## config.mk

```make
export PLATFORM = sky130hd
export DESIGN_NAME = calc_result_display
export DESIGN_NICKNAME = d
export VERILOG_FILES = /design/src/rtl/calc_result_display.sv
export SDC_FILE = /design/constraint.sdc
export NUM_CORES = 1
export LEC_CHECK = 0
export ABC_AREA = 1
export CORE_MARGIN = 2
export CORE_UTILIZATION = 40
export CTS_BUF_LIST = sky130_fd_sc_hd__clkbuf_4 sky130_fd_sc_hd__clkbuf_8 sky130_fd_sc_hd__clkbuf_16
export CTS_CLUSTER_DIAMETER = 150
export DETAILED_ROUTE_END_ITERATION = 10
export PLACE_DENSITY = 0.73
export SETUP_SLACK_MARGIN = 0.1
export SLEW_MARGIN = 25
export SYNTH_ARGS = -nofsm -noshare
export SYNTH_HDL_FRONTEND = slang
export SYNTH_SLANG_ARGS = --single-unit
```

## constraint.sdc

```tcl
create_clock -name clock -period 4.5 [get_ports clock]
set_input_delay 1.125 -clock clock [delete_from_list [all_inputs] [get_ports clock]]
set_output_delay 1.125 -clock clock [all_outputs]
set_load 0.03 [all_outputs]
```

## src/rtl/calc_result_display.sv

```systemverilog
// calc_result_display
//   Captures the Calculator result and flags on a start strobe. A sequential
//   double-dabble engine, one bit per clock, converts the result to packed BCD.
//   The module then drives active-low seven-segment patterns with leading-zero
//   blanking and an overflow dash display.
//
// Ports
//   clock      system clock, rising edge
//   reset_n    asynchronous active-low reset
//   start      capture result/flags and convert (honoured only in IDLE)
//   resultado  unsigned result, 2*NBITS bits
//   banderas   flag vector, latched into flags_q on an accepted start
//   busy       high while shifting
//   done       one-cycle pulse when bcd/seg/ovf have just been updated
//   bcd        packed BCD of the last converted value, digit 0 in [3:0]
//   seg        active-low gfedcba patterns, digit 0 in [6:0]
//   flags_q    banderas captured with the last accepted start
//   ovf        last converted value did not fit in DIGITS decimal digits
module calc_result_display #(
  parameter int unsigned NBITS  = 4,
  parameter int unsigned DIGITS = 3
) (
  input  logic                  clock,
  input  logic                  reset_n,
  input  logic                  start,
  input  logic [2*NBITS-1:0]    resultado,
  input  logic [3:0]            banderas,
  output logic                  busy,
  output logic                  done,
  output logic [4*DIGITS-1:0]   bcd,
  output logic [7*DIGITS-1:0]   seg,
  output logic [3:0]            flags_q,
  output logic                  ovf
);

  localparam int unsigned W  = 2 * NBITS;
  localparam int unsigned BW = 4 * DIGITS;
  localparam int unsigned SW = 7 * DIGITS;
  localparam int unsigned CW = $clog2(W + 1);

  localparam logic [6:0] SegBlank = 7'b1111111;
  localparam logic [6:0] SegDash  = 7'b0111111;

  function automatic logic [63:0] pow10(input int unsigned n);
    logic [63:0] p;
    p = 64'd1;
    for (int unsigned k = 0; k < n; k++) p = p * 64'd10;
    return p;
  endfunction

  localparam logic [63:0] Limit = pow10(DIGITS);

  function automatic logic [6:0] seg7(input logic [3:0] d);
    logic [6:0] s;
    case (d)
      4'd0:    s = 7'h40;
      4'd1:    s = 7'h79;
      4'd2:    s = 7'h24;
      4'd3:    s = 7'h30;
      4'd4:    s = 7'h19;
      4'd5:    s = 7'h12;
      4'd6:    s = 7'h02;
      4'd7:    s = 7'h78;
      4'd8:    s = 7'h00;
      4'd9:    s = 7'h10;
      default: s = SegBlank;
    endcase
    return s;
  endfunction

  typedef enum logic [1:0] {StIdle, StShift, StDone} state_e;

  state_e          state_q, state_d;
  logic [W-1:0]    shift_q, val_q;
  logic [BW-1:0]   scratch_q;
  logic [CW-1:0]   cnt_q;
  logic [BW-1:0]   bcd_q;
  logic [SW-1:0]   seg_q;
  logic            ovf_q;

  logic [BW-1:0]   adj;
  logic [BW-1:0]   scratch_nxt;
  logic [W-1:0]    shift_nxt;
  logic            last;
  logic            ovf_nxt;
  logic [SW-1:0]   seg_nxt;
  logic            lead;
  logic [3:0]      dig;

  // Double-dabble step: add 3 to any digit >= 5, then shift scratch:shift left.
  always_comb begin
    adj = scratch_q;
    for (int i = 0; i < int'(DIGITS); i++) begin
      if (scratch_q[4*i +: 4] >= 4'd5) adj[4*i +: 4] = scratch_q[4*i +: 4] + 4'd3;
    end
    scratch_nxt = {adj[BW-2:0], shift_q[W-1]};
    shift_nxt   = {shift_q[W-2:0], 1'b0};
    last        = (cnt_q == CW'(1));
    // Truncated scratch still yields exact low digits: carries only move upward.
    ovf_nxt     = (64'(val_q) >= Limit);
  end

  // Segment patterns from the final scratch; scan from the top to blank leading zeros.
  always_comb begin
    seg_nxt = '1;
    lead    = 1'b1;
    dig     = 4'd0;
    for (int i = int'(DIGITS) - 1; i >= 0; i--) begin
      dig = scratch_nxt[4*i +: 4];
      if (dig != 4'd0) lead = 1'b0;
      if (ovf_nxt)                seg_nxt[7*i +: 7] = SegDash;
      else if (lead && (i != 0))  seg_nxt[7*i +: 7] = SegBlank;
      else                        seg_nxt[7*i +: 7] = seg7(dig);
    end
  end

  // State register
  always_ff @(posedge clock or negedge reset_n) begin
    if (!reset_n) state_q <= StIdle;
    else          state_q <= state_d;
  end

  // Next-state logic
  always_comb begin
    state_d = state_q;
    unique case (state_q)
      StIdle:  if (start) state_d = StShift;
      StShift: if (last)  state_d = StDone;
      StDone:  state_d = StIdle;
      default: state_d = StIdle;
    endcase
  end

  // Outputs
  always_comb begin
    busy = (state_q == StShift);
    done = (state_q == StDone);
    bcd  = bcd_q;
    seg  = seg_q;
    ovf  = ovf_q;
  end

  // Datapath
  always_ff @(posedge clock or negedge reset_n) begin
    if (!reset_n) begin
      shift_q   <= '0;
      val_q     <= '0;
      scratch_q <= '0;
      cnt_q     <= '0;
      bcd_q     <= '0;
      seg_q     <= '1;
      flags_q   <= '0;
      ovf_q     <= 1'b0;
    end else begin
      if (state_q == StIdle && start) begin
        shift_q   <= resultado;
        val_q     <= resultado;
        scratch_q <= '0;
        cnt_q     <= CW'(W);
        flags_q   <= banderas;
      end else if (state_q == StShift) begin
        shift_q   <= shift_nxt;
        scratch_q <= scratch_nxt;
        cnt_q     <= cnt_q - CW'(1);
        if (last) begin
          bcd_q <= scratch_nxt;
          seg_q <= seg_nxt;
          ovf_q <= ovf_nxt;
        end
      end
    end
  end

endmodule

```

==> impl_metrics.ini <==
[run_status]
status = finished clean

[global_route]
grt_pass1_wl_mm = 12.3
grt_pass1_vias = 2903
grt_antenna_before_repair = 0
grt_usage = 0.172
pin_count_of_the_biggest_net_entering_global_routing = 38
grt_overflow_total = 0

[yosys]
synth_top_family_by_area = simple AND/OR/NAND/NOR gates
seq_area_frac_synth = 0.475
yosys.cell_count.top_type = sky130_fd_sc_hd__nand2_1
synth.area.top_cells = sky130_fd_sc_hd__dfrtp_1 (31%), sky130_fd_sc_hd__dfstp_2 (16%), sky130_fd_sc_hd__nand2_1 (11%)
synthesized_area_fraction_occupied_by_ao_oa_aoi_and_oai_cells = 0.102
yosys_warnings = 0
synth-simple-area-share = 0.265
syn_area_um2 = 3380
netlist_instances = 411
yosys.area.top_type_share = 0.311
synth_seq_cells = 63
post_synth.cell_area_avg_um2 = 8.22
ys_async_sr_fraction = 1.00
yosys_most_used_dff = sky130_fd_sc_hd__dfrtp_1
synth_mux_area_frac = 0
yosys.area.top_type = sky130_fd_sc_hd__dfrtp_1
synth_fp_nets = 445
netlist_top_cells_count = sky130_fd_sc_hd__nand2_1 (101), sky130_fd_sc_hd__inv_1 (47), sky130_fd_sc_hd__nor2_1 (45)
synthAdderAreaFrac = 0.0704
synth_cell_types = 31
synthXorXnorAreaFrac = 0.0122
synth_enable_flop_cells = 0

[clock_tree]
clock_tree.buffer_depth = 2
postCtsSetupBuffers = 0
clock_latency_ns = 0.34
tritoncts_buffer_count = 9
cts_hold_buffers = 0
ctsResizeCount = 0
clk_root_buffer_cell = sky130_fd_sc_hd__clkbuf_8
cts_sinks = 63
clkSlewWorstSetupHoldPaths_ns = 0.08
clock_tree_from_tritoncts = yes
cts-htree-levels = 3

[die]
row_count = 33
coreArea_um2 = 8220
die-width_um = 95.9
initial_standard_cell_utilization_of_the_core = 0.411
dieHeight_um = 95.9
top_level_ports = 55
floorplan.die_area_um2 = 9190

[detailed_routing]
ant_nets = 0
via_count = 2852
initialDrtViolationCount = 179
detail_route.vias_per_cell = 4.96
firstDrtPassIters = 4
totalWireLength_mm = 7.00
wire_per_inst_um = 12.2
detail_route.drc_violations = 0

[timing]
slew_violations = 0
setup_tns_ns = 0
setup_viol_count_final = 0
skew_ns = 0.0102
final.period_utilization = 0.674
max_freq_ghz = 0.330
final_hold_viol_count = 0
timing.slew.headroom = 0.470
rsz0062_at_grt = no
timing.final.crit_period_ns = 3.03
finalHoldWorstSlack_ns = 0.486
worst_pin_slew_ns = 0.795

[min_path]
hold_path.startpoint = bcd[9]
hp-class = register to register

[cells_and_area]
layout.area.seq_um2 = 1600
final_layout_size_suffix_gt1_frac = 0.138
multi_input_area_um2 = 1520
synthToLayoutAreaGrowth_pct = 24.7
antenna_cells_inserted = 0
filler_cell_count = 771
finish.instance_area_um2 = 4210
final_net_count = 499

[setup_path]
crit_type = register to output pin
critical_path.most_common_cell = sky130_fd_sc_hd__inv_1
worst_path_fanout_max = 24
critical_path.max_stage_delay_ns = 0.69
critPathArrivalTime_ns = 1.91
startpoint_kind_of_the_worst_setup_timing_path = register
critPathRequiredTime_ns = 3.38
crit_family = buffers and inverters
worst_setup_path_startpoint = state_q[1]
worst_path_max_delay_cell = sky130_fd_sc_hd__clkdlybuf4s50_1
cp.buffers_inverters = 4
critical_path.reg2reg.startpoint = cnt_q[1]
path_cells = inv_1 > nand2_1 > buf_4 > inv_1 > clkdlybuf4s50_1
end_kind = output pin

[run]
timing.max_cap.violations = 0

[placed_design]
post_dp_cell_area_um2 = 3990
numPortBuffers = 53
dpl.hpwl_mm = 5.09
globalplace.congestion = 0.862
-- layout by cell type, fill, tap and decap left out, types with 3 or more instances in the layout --
cell,synthesis,layout
sky130_fd_sc_hd__nand2_1,101,101
sky130_fd_sc_hd__clkdlybuf4s50_1,0,52
sky130_fd_sc_hd__inv_1,47,47
sky130_fd_sc_hd__nor2_1,45,45
sky130_fd_sc_hd__dfrtp_1,42,42
sky130_fd_sc_hd__nand3_1,27,27
sky130_fd_sc_hd__o21ai_0,25,25
sky130_fd_sc_hd__dfstp_2,21,21
sky130_fd_sc_hd__ha_1,19,19
sky130_fd_sc_hd__o22ai_1,14,14
sky130_fd_sc_hd__nand2_2,12,12
sky130_fd_sc_hd__clkbuf_8,0,9
sky130_fd_sc_hd__nand4_1,7,7
sky130_fd_sc_hd__a21oi_1,7,7
sky130_fd_sc_hd__o21ai_1,6,6
sky130_fd_sc_hd__o221ai_1,5,5
sky130_fd_sc_hd__or2_2,4,4
sky130_fd_sc_hd__inv_2,3,3
sky130_fd_sc_hd__clkinv_4,0,3
-- area by class of cell --
class,instances,area share
multi-input cells,286,0.361
flip-flops and latches,63,0.380
repair buffers,55,0.128
clock buffers,9,0.0294
inverters,50,0.0446
well taps,105,0.0312
clock inverters,7,0.0247
-- cells by family (layout without fill, tap and decap cells) --
kind of cell	Yosys count	in the layout
fa+ha+maj	19	19
simple gates	203	203
xor+xnor	3	3
flops	63	63
compound gates	60	60
other cells	1	1
buf+inv	62	121
-- path summary, 6_finish.rpt --
path                       endpoint  slack, ns  cells past startpoint
setup / recovery               busy       1.47                      5
max in group asynchronous    seg[5]       2.74                      2
setup reg to reg            seg[11]       2.26                      9
hold / removal               bcd[9]       0.49                      2
hold reg to reg              bcd[9]       0.49                      2
min in group asynchronous   bcd[10]       0.86                      1
-- sequential cells by signal, summed over array words and instances (netlist names) --
name / flops
state_q: 2
flags_q: 4
shift_q: 8
scratch_q: 12
bcd: 12
cnt_q: 4
seg: 21
-- metal layers --
metal / global-route usage / wire, µm
met1: 0.202 / 3090
met3: 0.0532 / 368
met2: 0.294 / 3430
met5: 0 / 0
met4: 0.0667 / 106
-- metrics by stage --
stage | utilization | setup slack [ns] | cells
5_1_grt | 0.513 | 1.34 | 575
4_1_cts | 0.513 | 1.45 | 575
3_3_place_gp | 0.485 | 1.84 | 559
6_report | 0.513 | 1.47 | 575
2_1_floorplan | - | 2.55 | 411
3_5_place_dp | 0.485 | 1.77 | 559
-- tightest hold or removal path, delay by kind of cell, from the launching register on --
family	cells	cell delay, ns
simple gates	1	0.05
flops	1	0.35
compound gates	1	0.06
Power is left out: the tool's default activity adds up to more than one toggle a clock period on the data nets, which glitch-free logic cannot reach.
